**src/rtl/wb_initiator_if.sv**
```systemverilog
//------------------------------------------------------------------------------
// Module      : wb_initiator_if
// Description : Command/response handshake plus pipelined Wishbone bus bundle.
// Revision    : 1.0
//------------------------------------------------------------------------------
`default_nettype none

interface wb_initiator_if #(
  parameter int ADDR_WIDTH = 32
);
  logic                  cmd_valid_i;
  logic                  cmd_ready_o;
  logic                  cmd_we_i;
  logic [ADDR_WIDTH-1:0] cmd_adr_i;
  logic [3:0]            cmd_sel_i;
  logic [31:0]           cmd_dat_i;

  logic                  rsp_valid_o;
  logic                  rsp_ready_i;
  logic [31:0]           rsp_dat_o;
  logic [1:0]            rsp_status_o;

  logic                  wb_cyc_o;
  logic                  wb_stb_o;
  logic                  wb_we_o;
  logic [ADDR_WIDTH-1:0] wb_adr_o;
  logic [3:0]            wb_sel_o;
  logic [31:0]           wb_dat_o;
  logic                  wb_ack_i;
  logic                  wb_err_i;
  logic                  wb_rty_i;
  logic                  wb_stall_i;
  logic [31:0]           wb_dat_i;

  modport master (
    input  cmd_valid_i, cmd_we_i, cmd_adr_i, cmd_sel_i, cmd_dat_i,
    output cmd_ready_o,
    output rsp_valid_o, rsp_dat_o, rsp_status_o,
    input  rsp_ready_i,
    output wb_cyc_o, wb_stb_o, wb_we_o, wb_adr_o, wb_sel_o, wb_dat_o,
    input  wb_ack_i, wb_err_i, wb_rty_i, wb_stall_i, wb_dat_i
  );

  modport slave (
    output cmd_valid_i, cmd_we_i, cmd_adr_i, cmd_sel_i, cmd_dat_i,
    input  cmd_ready_o,
    input  rsp_valid_o, rsp_dat_o, rsp_status_o,
    output rsp_ready_i,
    input  wb_cyc_o, wb_stb_o, wb_we_o, wb_adr_o, wb_sel_o, wb_dat_o,
    output wb_ack_i, wb_err_i, wb_rty_i, wb_stall_i, wb_dat_i
  );
endinterface

`default_nettype wire

```
**src/rtl/wb_initiator.sv**
```systemverilog
//------------------------------------------------------------------------------
// Module      : wb_initiator
// Description : Single-outstanding pipelined Wishbone initiator with retry
//               and timeout handling; all outputs registered.
// Revision    : 1.0
//------------------------------------------------------------------------------
`default_nettype none

module wb_initiator #(
  parameter int ADDR_WIDTH = 32,
  parameter int TIMEOUT    = 255,
  parameter int MAX_RETRY  = 3
) (
  input  logic              clk_i,
  input  logic              rst_n_i,
  wb_initiator_if.master    bus
);

  localparam int c_TMO_W = $clog2(TIMEOUT + 1);
  localparam int c_RTY_W = $clog2(MAX_RETRY + 2);

  localparam logic [1:0] c_ST_OK      = 2'b00;
  localparam logic [1:0] c_ST_ERR     = 2'b01;
  localparam logic [1:0] c_ST_TIMEOUT = 2'b10;
  localparam logic [1:0] c_ST_RTY_EXH = 2'b11;

  typedef enum logic [2:0] {
    S_IDLE    = 3'd0,
    S_REQ     = 3'd1,
    S_WAIT    = 3'd2,
    S_BACKOFF = 3'd3,
    S_RESP    = 3'd4
  } state_t;

  state_t                r_state;
  state_t                w_next;

  logic                  r_we;
  logic [ADDR_WIDTH-1:0] r_adr;
  logic [3:0]            r_sel;
  logic [31:0]           r_dat;

  logic [c_TMO_W-1:0]    r_tmo_cnt;
  logic [c_TMO_W-1:0]    w_tmo_cnt;
  logic [c_RTY_W-1:0]    r_rty_cnt;
  logic [c_RTY_W-1:0]    w_rty_cnt;

  logic [31:0]           r_rsp_dat;
  logic [31:0]           w_rsp_dat;
  logic [1:0]            r_rsp_status;
  logic [1:0]            w_rsp_status;

  logic                  r_cmd_ready;
  logic                  r_rsp_valid;
  logic                  r_cyc;
  logic                  r_stb;

  logic                  w_accept;
  logic                  w_tmo_hit;

  // cmd_ready_o is low for the first cycle after reset, so gating on it keeps
  // a command from being taken before the handshake is actually offered.
  assign w_accept  = bus.cmd_valid_i & r_cmd_ready;
  assign w_tmo_hit = (r_tmo_cnt == c_TMO_W'(TIMEOUT - 1));

  always_comb begin
    w_next       = r_state;
    w_tmo_cnt    = r_tmo_cnt;
    w_rty_cnt    = r_rty_cnt;
    w_rsp_dat    = r_rsp_dat;
    w_rsp_status = r_rsp_status;

    case (r_state)
      S_IDLE: begin
        if (w_accept) begin
          w_next    = S_REQ;
          w_tmo_cnt = '0;
          w_rty_cnt = '0;
        end
      end

      S_REQ, S_WAIT: begin
        w_tmo_cnt = r_tmo_cnt + c_TMO_W'(1);
        // err > rty > ack; any termination beats a coincident timeout
        if (bus.wb_err_i) begin
          w_next       = S_RESP;
          w_rsp_status = c_ST_ERR;
          w_rsp_dat    = '0;
        end else if (bus.wb_rty_i) begin
          if (r_rty_cnt == c_RTY_W'(MAX_RETRY)) begin
            w_next       = S_RESP;
            w_rsp_status = c_ST_RTY_EXH;
            w_rsp_dat    = '0;
          end else begin
            w_next    = S_BACKOFF;
            w_rty_cnt = r_rty_cnt + c_RTY_W'(1);
            w_tmo_cnt = '0;
          end
        end else if (bus.wb_ack_i) begin
          w_next       = S_RESP;
          w_rsp_status = c_ST_OK;
          w_rsp_dat    = r_we ? 32'd0 : bus.wb_dat_i;
        end else if (w_tmo_hit) begin
          w_next       = S_RESP;
          w_rsp_status = c_ST_TIMEOUT;
          w_rsp_dat    = '0;
        end else if ((r_state == S_REQ) && !bus.wb_stall_i) begin
          w_next = S_WAIT;
        end
      end

      S_BACKOFF: begin
        w_next = S_REQ;
      end

      S_RESP: begin
        if (bus.rsp_ready_i) begin
          w_next = S_IDLE;
        end
      end

      default: begin
        w_next = S_IDLE;
      end
    endcase
  end

  always_ff @(posedge clk_i or negedge rst_n_i) begin
    if (!rst_n_i) begin
      r_state      <= S_IDLE;
      r_we         <= 1'b0;
      r_adr        <= '0;
      r_sel        <= '0;
      r_dat        <= '0;
      r_tmo_cnt    <= '0;
      r_rty_cnt    <= '0;
      r_rsp_dat    <= '0;
      r_rsp_status <= '0;
      r_cmd_ready  <= 1'b0;
      r_rsp_valid  <= 1'b0;
      r_cyc        <= 1'b0;
      r_stb        <= 1'b0;
    end else begin
      r_state      <= w_next;
      r_tmo_cnt    <= w_tmo_cnt;
      r_rty_cnt    <= w_rty_cnt;
      r_rsp_dat    <= w_rsp_dat;
      r_rsp_status <= w_rsp_status;
      if (r_state == S_IDLE && w_accept) begin
        r_we  <= bus.cmd_we_i;
        r_adr <= bus.cmd_adr_i;
        r_sel <= bus.cmd_sel_i;
        r_dat <= bus.cmd_dat_i;
      end
      // Outputs decoded from the next state so they are registered yet
      // aligned with the state they describe.
      r_cmd_ready <= (w_next == S_IDLE);
      r_rsp_valid <= (w_next == S_RESP);
      r_cyc       <= (w_next == S_REQ) || (w_next == S_WAIT);
      r_stb       <= (w_next == S_REQ);
    end
  end

  assign bus.cmd_ready_o  = r_cmd_ready;
  assign bus.rsp_valid_o  = r_rsp_valid;
  assign bus.rsp_dat_o    = r_rsp_dat;
  assign bus.rsp_status_o = r_rsp_status;
  assign bus.wb_cyc_o     = r_cyc;
  assign bus.wb_stb_o     = r_stb;
  assign bus.wb_we_o      = r_we;
  assign bus.wb_adr_o     = r_adr;
  assign bus.wb_sel_o     = r_sel;
  assign bus.wb_dat_o     = r_dat;

endmodule

`default_nettype wire

```
**src/flat_wrapper.sv**
```systemverilog
// flat-port wrapper written by rule: the top's interface ports become plain ports
module wb_initiator_flat 
#(
  parameter int ADDR_WIDTH = 32,
  parameter int TIMEOUT    = 255,
  parameter int MAX_RETRY  = 3
)
  (clk_i, rst_n_i, bus_cmd_valid_i, bus_cmd_we_i, bus_cmd_adr_i, bus_cmd_sel_i, bus_cmd_dat_i, bus_cmd_ready_o, bus_rsp_valid_o, bus_rsp_dat_o, bus_rsp_status_o, bus_rsp_ready_i, bus_wb_cyc_o, bus_wb_stb_o, bus_wb_we_o, bus_wb_adr_o, bus_wb_sel_o, bus_wb_dat_o, bus_wb_ack_i, bus_wb_err_i, bus_wb_rty_i, bus_wb_stall_i, bus_wb_dat_i);
  wb_initiator_if #(.ADDR_WIDTH(ADDR_WIDTH)) bus_i ();
  input  logic clk_i;
  input  logic rst_n_i;
  input wire logic [$bits(bus_i.cmd_valid_i)-1:0] bus_cmd_valid_i;
  input wire logic [$bits(bus_i.cmd_we_i)-1:0] bus_cmd_we_i;
  input wire logic [$bits(bus_i.cmd_adr_i)-1:0] bus_cmd_adr_i;
  input wire logic [$bits(bus_i.cmd_sel_i)-1:0] bus_cmd_sel_i;
  input wire logic [$bits(bus_i.cmd_dat_i)-1:0] bus_cmd_dat_i;
  output wire logic [$bits(bus_i.cmd_ready_o)-1:0] bus_cmd_ready_o;
  output wire logic [$bits(bus_i.rsp_valid_o)-1:0] bus_rsp_valid_o;
  output wire logic [$bits(bus_i.rsp_dat_o)-1:0] bus_rsp_dat_o;
  output wire logic [$bits(bus_i.rsp_status_o)-1:0] bus_rsp_status_o;
  input wire logic [$bits(bus_i.rsp_ready_i)-1:0] bus_rsp_ready_i;
  output wire logic [$bits(bus_i.wb_cyc_o)-1:0] bus_wb_cyc_o;
  output wire logic [$bits(bus_i.wb_stb_o)-1:0] bus_wb_stb_o;
  output wire logic [$bits(bus_i.wb_we_o)-1:0] bus_wb_we_o;
  output wire logic [$bits(bus_i.wb_adr_o)-1:0] bus_wb_adr_o;
  output wire logic [$bits(bus_i.wb_sel_o)-1:0] bus_wb_sel_o;
  output wire logic [$bits(bus_i.wb_dat_o)-1:0] bus_wb_dat_o;
  input wire logic [$bits(bus_i.wb_ack_i)-1:0] bus_wb_ack_i;
  input wire logic [$bits(bus_i.wb_err_i)-1:0] bus_wb_err_i;
  input wire logic [$bits(bus_i.wb_rty_i)-1:0] bus_wb_rty_i;
  input wire logic [$bits(bus_i.wb_stall_i)-1:0] bus_wb_stall_i;
  input wire logic [$bits(bus_i.wb_dat_i)-1:0] bus_wb_dat_i;
  assign bus_i.cmd_valid_i = bus_cmd_valid_i;
  assign bus_i.cmd_we_i = bus_cmd_we_i;
  assign bus_i.cmd_adr_i = bus_cmd_adr_i;
  assign bus_i.cmd_sel_i = bus_cmd_sel_i;
  assign bus_i.cmd_dat_i = bus_cmd_dat_i;
  assign bus_cmd_ready_o = bus_i.cmd_ready_o;
  assign bus_rsp_valid_o = bus_i.rsp_valid_o;
  assign bus_rsp_dat_o = bus_i.rsp_dat_o;
  assign bus_rsp_status_o = bus_i.rsp_status_o;
  assign bus_i.rsp_ready_i = bus_rsp_ready_i;
  assign bus_wb_cyc_o = bus_i.wb_cyc_o;
  assign bus_wb_stb_o = bus_i.wb_stb_o;
  assign bus_wb_we_o = bus_i.wb_we_o;
  assign bus_wb_adr_o = bus_i.wb_adr_o;
  assign bus_wb_sel_o = bus_i.wb_sel_o;
  assign bus_wb_dat_o = bus_i.wb_dat_o;
  assign bus_i.wb_ack_i = bus_wb_ack_i;
  assign bus_i.wb_err_i = bus_wb_err_i;
  assign bus_i.wb_rty_i = bus_wb_rty_i;
  assign bus_i.wb_stall_i = bus_wb_stall_i;
  assign bus_i.wb_dat_i = bus_wb_dat_i;
  wb_initiator #(.ADDR_WIDTH(ADDR_WIDTH), .TIMEOUT(TIMEOUT), .MAX_RETRY(MAX_RETRY)) u_core (.clk_i(clk_i), .rst_n_i(rst_n_i), .bus(bus_i));
endmodule
```
**config.mk**
```make
export PLATFORM = sky130hd
export DESIGN_NAME = wb_initiator_flat
export DESIGN_NICKNAME = d
export VERILOG_FILES = /design/src/rtl/wb_initiator_if.sv /design/src/rtl/wb_initiator.sv /design/src/flat_wrapper.sv
export SDC_FILE = /design/constraint.sdc
export NUM_CORES = 1
export LEC_CHECK = 0
export ABC_AREA = 1
export BUFFER_PORTS_ARGS = -buffer_cell sky130_fd_sc_hd__buf_2
export CORE_AREA = 2 2 122 124
export CTS_CLUSTER_SIZE = 8
export DETAILED_ROUTE_END_ITERATION = 8
export DIE_AREA = 0 0 124 126
export GPL_ROUTABILITY_DRIVEN = 0
export GPL_TIMING_DRIVEN = 0
export PLACE_DENSITY = 0.61
export SLEW_MARGIN = 20
export SYNTH_ARGS = -nofsm -noshare
export SYNTH_HDL_FRONTEND = slang
export SYNTH_SLANG_ARGS = --single-unit
```
**constraint.sdc**
```tcl
create_clock -name clk_i -period 1.6 [get_ports clk_i]
set_input_delay 0.32 -clock clk_i [delete_from_list [all_inputs] [get_ports clk_i]]
set_output_delay 0.32 -clock clk_i [all_outputs]
set_load 0.05 [all_outputs]
```
==> impl_metrics.tcl, run 1 <==
set metrics [dict create \
    grt_overflow 0 \
    grt_pass1_wl_mm 22.0 \
    setup_ws_ps -94.5 \
    htree_levels 4 \
    finalPower_mw 17.3 \
    detail_route.wl_per_cell_microns 13.7 \
    multi_input_area_sq_mm 0.00179 \
    final_cell_mix "nand2_1 (298), buf_2 (221), dfrtp_1 (121)" \
    core_sq_mm 0.0143 \
    std_cell_rows 44 \
    drt_pass1_iterations 4 \
    rsz0062_at_grt "true" \
    yosysSeqAreaShare_pct 61.4 \
    antenna_found_initial 0 \
    final_common_cell "nand2_1" \
    arrival_ps 2030 \
    netlist_instances 569 \
    dp_cells 969 \
    fmax_mhz 590 \
    syn_area_sq_mm 0.00493 \
    outcome "complete, but fails checks" \
    clock_sinks 121 \
    grt_util_all_layers_pct 18.4 \
    final_cells 1017 \
    finalClockSkew_ps 6.46 \
    finalHoldViolCount 0 \
    finish.net_count 935 \
    setup_viol 33 \
    regArea_sq_mm 0.00303 \
    endpoint_kind "flip-flop" \
    cellLeakagePower_nw 4.05 \
    vdd.ir_drop.worst_uv 1600 \
    crit_required_ps 1930 \
    die_h_microns 126 \
    grt_pass1_vias 4384 \
    die_area_sq_mm 0.0156 \
    port_buffers 215 \
    max-cap-violations 0 \
    critPathMaxFanout 8 \
    synth_top_cell_area_share_pct 61.4 \
    cts_buffers 17 \
    n_fill_cell 1412 \
    relSlewSlack_pct 60.5 \
    crit_type "flip-flop to flip-flop" \
    placed_area_sq_mm 0.00627 \
    tightest_slew_ps 593 \
    crit_path_start_kind "flip-flop" \
    path_clk_slew_ps 50 \
    initial_core_util_pct 34.4 \
    cts-root-buf "clkbuf_16" \
    p_per_area_mw_per_mm2 2400 \
    maxSlewViolCount 0 \
    yosys.area.top_type "dfrtp_1" \
    ios 216 \
    cts_tree "built" \
    fin_util_pct 50.3 \
    diodes 0 \
    via_count 4494 \
    synth_fp_nets 682 \
    fin_tns_setup_ps -887 \
    clk_latency_ps 410 \
    avgViaCountPerCell 4.42 \
    grt_max_degree 62 \
    drive_above_1_share_pct 38.7 \
    finalCriticalPeriod_ps 1690 \
    failed_checks "negative setup slack" \
    dp_hpwl_mm 9.95 \
    drt_iter0_drc 180 \
    yosysUniqueCellTypes 27 \
    hp-class "primary input to flip-flop" \
    period_share_pct 106 \
    detail-route-antenna-nets 0 \
    design_area_sq_mm 0.00720 \
    ys_ff_latch 121 \
    cts_max_path_buffers 2 \
    drc_errors 0 \
    syn_avg_cell_area_sq_um 8.66 \
    synth_warnings 0 \
    synth.area.top_cells "dfrtp_1 (61%), nand2_1 (24%), o21ai_1 (2.6%)" \
    routed_wl_mm 13.9 \
    die_w_microns 124 \
    area_delta_synth_final_pct 46.0 \
]
[Yosys cell counts]
library cell  count
nand4_1           2
nand2_1         310
nor3_2            1
inv_2             3
a21oi_1           3
o21ai_1          26
o22ai_1           1
buf_2             7
nand2_2           3
buf_6             4
nand3_4           1
buf_4             1
clkbuf_2          1
nor3_1            2
o21ai_0           8
clkbuf_1         11
dfrtp_1         121
inv_1            25
nor2_2            2
ha_1              4
o21ai_2           4
nand3_1           7
a22o_1            1
o311ai_0          1
nand3b_1          1
nor2_1           17
xor2_1            2
[power by group]
group | switching (mW) | internal [mW] | total (mW) | leakage, nW
registers | 0.662 | 4.26 | 4.92 | 1.57
logic | 6.56 | 2.27 | 8.83 | 2.22
clock network | 1.30 | 2.23 | 3.53 | 0.264
total | 8.52 | 8.76 | 17.3 | 4.05
[worst max-delay path, cell delays in order (launching register included)]
cell and delay, ps:
dfrtp_1 380, ha_2 200, ha_4 160, nor2_1 90
nand2_1 80, nand2_2 110, inv_4 50, nand2_4 80
buf_12 140, buf_12 110, buf_16 110, nand2_2 40
o21ai_1 60
[timing repair]
action	in CTS	in global routing
resized for setup	18	52
endpoints found under the setup margin	61	73
pin swaps	6	8
setup buffers	11	6
cloned	3	1
hold buffers	1	0
hold endpoints to repair	60	0
[registers in the layout (all words and copies together) (netlist names)]
signal	cells
u_core.bus.cmd_ready_o	1
u_core.bus.rsp_dat_o	32
u_core.bus.rsp_status_o	2
u_core.bus.rsp_valid_o	1
u_core.bus.wb_adr_o	32
u_core.bus.wb_cyc_o	1
u_core.bus.wb_dat_o	32
u_core.bus.wb_sel_o	4
u_core.bus.wb_stb_o	1
u_core.bus.wb_we_o	1
u_core.r_rty_cnt	3
u_core.r_state	3
u_core.r_tmo_cnt	8
[routing by layer]
layer  GRT usage, %  vias up  share of wire, %  wire length [microns]
li1               -     2259                 -                      -
met1           23.2     2023                43                   5920
met2           28.2      189                45                   6320
met3           6.88       23               9.9                   1380
met4           8.13        0               2.1                    295
met5              0        -                 0                      0
[area by class of cell]
type	instances	area share, %
Buffer	23	2.35
Multi-Input combinational cell	396	24.9
Inverter	28	1.60
Sequential cell	121	42.1
Tap cell	184	3.20
Clock buffer	22	6.59
Timing Repair Buffer	235	18.3
Clock inverter	8	1.01
[logic make-up (layout without fill, tap and decap cells)]
logic type               count (synthesis)  count (layout)  synth area share [%]
flip-flops                             121             121                  61.4
XOR/XNOR                                 2               2                 0.355
buffers and inverters                   52             316                  4.85
AND/OR/NAND/NOR                        346             346                  27.4
AO/OA/AOI/OAI                           44              44                  4.95
adder cells (fa/ha/maj)                  4               4                  1.02
[per-stage QoR]
step | hold WS [ps] | setup slack (ps)
2_1_floorplan | 24.4 | 10.0
3_3_place_gp | 454 | -1410
3_5_place_dp | 341 | -248
4_1_cts | 78.4 | -63.6
5_1_grt | 92.7 | -179
6_report | 101 | -94.5
[path summary, 6_finish.rpt]
kind	start	endpoint	slack, ps	cells after the start
worst max-delay path	u_core.r_rty_cnt[0]$_DFFE_PN0P_	u_core.bus.rsp_dat_o[24]$_DFFE_PN0P_	-90	12
worst min-delay path	bus_cmd_adr_i[31]	u_core.bus.wb_adr_o[31]$_DFFE_PN0P_	100	3
worst max register to register	u_core.r_rty_cnt[0]$_DFFE_PN0P_	u_core.bus.rsp_dat_o[24]$_DFFE_PN0P_	-90	12
worst min register to register	u_core.bus.wb_dat_o[18]$_DFFE_PN0P_	u_core.bus.wb_dat_o[18]$_DFFE_PN0P_	470	2
max in group asynchronous	rst_n_i	u_core.bus.wb_adr_o[2]$_DFFE_PN0P_	450	3
min in group asynchronous	rst_n_i	u_core.bus.rsp_valid_o$_DFF_PN0_	450	2
Power figures use the tool's default switching activity.
==> inputs of run 2 (changes only) <==
Settings changed: RECOVER_POWER set to 50, SLEW_MARGIN 20 to unset.
==> run 2 against run 1 <==
The flow still finishes with violations (negative setup slack); via count hardly changed; setup slack got worse by 0.71 ps; total power barely moved; critical endpoint unchanged; die area is the same; hold slack hardly changed; first-iteration DRC count fell by 2.2%; count of clock-buffer cells in the layout unchanged.
==> impl_metrics.tcl, run 2 (synthesis gave the netlist of run 1 again) <==
set metrics [dict create \
    cp.buffers_inverters 4 \
    avgViaCountPerCell 4.42 \
    die_h_microns 126 \
    via_count 4495 \
    final_common_cell "nand2_1" \
    cts_buffers 17 \
    timing.hold.ws_ps 101 \
    crit_required_ps 1930 \
    multi_input_area_sq_mm 0.00179 \
    outcome "complete, but fails checks" \
    p_seq_share_pct 28.5 \
    clock_sinks 121 \
    relSlewSlack_pct 41.8 \
    crit_path_start_kind "flip-flop" \
    switching_share_pct 49.4 \
    cts_max_path_buffers 2 \
    path_delay_family "buffers and inverters" \
    drive_above_1_share_pct 38.7 \
    power.share.clock_pct 20.4 \
    grt_overflow 0 \
    cts_tree "built" \
    comb_power_share_pct 51.1 \
    crit_type "flip-flop to flip-flop" \
    path_cells "ha_2, ha_4, nor2_1, nand2_1, nand2_2, inv_4, nand2_4, buf_12, buf_12, buf_16, nand2_2, o21ai_1" \
    period_share_pct 106 \
    maxSlewViolCount 0 \
    drc_errors 0 \
    hp-class "primary input to flip-flop" \
    diodes 0 \
    slowest_stage "dfrtp_1" \
    antenna_found_initial 0 \
    vdd.ir_drop.worst_uv 1600 \
    cellLeakagePower_nw 4.03 \
    finalClockSkew_ps 6.43 \
    routed_wl_mm 13.9 \
    p_per_area_mw_per_mm2 2400 \
    n_fill_cell 1414 \
    detail_route.wl_per_cell_microns 13.7 \
    failed_checks "negative setup slack" \
    finish.net_count 935 \
    regArea_sq_mm 0.00303 \
    dpl_worst_slack_ps -248 \
    grt_pass1_vias 4384 \
    rsz0062_at_grt "true" \
    placed_area_sq_mm 0.00627 \
    ios 216 \
    tightest_slew_ps 873 \
    htree_levels 4 \
    core_sq_mm 0.0143 \
    design_area_sq_mm 0.00719 \
    setup_ws_ps -95.2 \
    grt_pass1_wl_mm 22.0 \
    path_clk_slew_ps 50 \
    endpoint_kind "flip-flop" \
    std_cell_rows 44 \
    drt_iter0_drc 176 \
    arrival_ps 2030 \
    finalHoldViolCount 0 \
    power.internal_mw 8.75 \
    dp_hpwl_mm 9.95 \
    finalCriticalPeriod_ps 1700 \
    detail-route-antenna-nets 0 \
    critPathMaxFanout 8 \
    final_cell_mix "nand2_1 (298), buf_2 (198), dfrtp_1 (121)" \
    grt_util_all_layers_pct 18.4 \
    area_delta_synth_final_pct 45.8 \
    drt_pass1_iterations 4 \
    setup_viol 33 \
    die_area_sq_mm 0.0156 \
    grt_max_degree 62 \
    cts-root-buf "clkbuf_16" \
    max-cap-violations 0 \
    power_switching_mw 8.53 \
    port_buffers 215 \
    critPathMaxStageDelay_ps 380 \
    die_w_microns 124 \
    fmax_mhz 590 \
    clk_latency_ps 410 \
    initial_core_util_pct 34.4 \
]
run 2: cell types whose count changed in the layout (fill, tap and decap cells not counted):
| cell | delta |
|---|---|
| clkbuf_2 | +23 |
| buf_6 | -1 |
| clkbuf_4 | +1 |
| buf_16 | -1 |
| buf_2 | -23 |
| buf_12 | +1 |
run 2: path summary, 6_finish.rpt:
| kind | from | cells past startpoint | slack, ps | endpoint |
|---|---|---|---|---|
| min in group asynchronous | rst_n_i | 2 | 570 | u_core.bus.rsp_dat_o[7]$_DFFE_PN0P_ |
| worst min register to register | u_core.bus.wb_adr_o[14]$_DFFE_PN0P_ | 2 | 470 | u_core.bus.wb_adr_o[14]$_DFFE_PN0P_ |
| worst min-delay path | bus_cmd_adr_i[31] | 3 | 100 | u_core.bus.wb_adr_o[31]$_DFFE_PN0P_ |
| max in group asynchronous | rst_n_i | 3 | 210 | u_core.bus.wb_adr_o[2]$_DFFE_PN0P_ |
| worst max register to register | u_core.r_rty_cnt[0]$_DFFE_PN0P_ | 12 | -100 | u_core.bus.rsp_dat_o[24]$_DFFE_PN0P_ |
| worst max-delay path | u_core.r_rty_cnt[0]$_DFFE_PN0P_ | 12 | -100 | u_core.bus.rsp_dat_o[24]$_DFFE_PN0P_ |
run 2: per-stage QoR:
stage	setup TNS, ps	util [%]	total power [mW]	cells
3_5_place_dp	-8100	43.8	13.1	969
4_1_cts	-346	49.2	17.2	1014
6_report	-912	50.2	17.3	1017
3_3_place_gp	-176580	43.6	13.0	968
5_1_grt	-4570	50.2	18.4	1017
2_1_floorplan	0	-	10.9	569
run 2: area by class of cell:
class                      instances  share of cell area, %
sequential                       121                   42.1
inverter                          28                   1.60
tap                              184                   3.20
buffer                            23                   2.35
multi-input combinational        396                   24.9
clock inverter                     8                   1.01
timing repair buffer             235                   18.2
clock buffer                      22                   6.60
run 2: metal layers:
layer | global-route usage, % | vias up | wire length, microns
met5 | 0 | - | 0
met4 | 8.13 | 0 | 299
met3 | 6.88 | 23 | 1370
met2 | 28.2 | 187 | 6320
met1 | 23.2 | 2025 | 5920
li1 | - | 2260 | -
run 2: worst min-delay path, delay by kind of cell:
kind,cells,cell delay (ps)
buf+inv,1,70
simple gates,2,80
run 2: power by group through the flow:
stage,Sequential (mW),Clock [mW],Combinational (mW)
after floorplan,8.70,0,2.22
after global placement,4.90,0,8.10
after detailed placement,4.89,0,8.21
after CTS,4.90,3.62,8.65
after global routing,5.08,3.79,9.50
final,4.93,3.52,8.82
run 2: what timing repair did:
item / 4_1_cts / 5_1_grt
hold endpoints to repair: 60 / 0
resized for setup: 18 / 52
pin swaps: 6 / 8
setup endpoints to repair: 61 / 73
cloned: 3 / 1
hold buffers: 1 / 0
setup buffers: 11 / 6
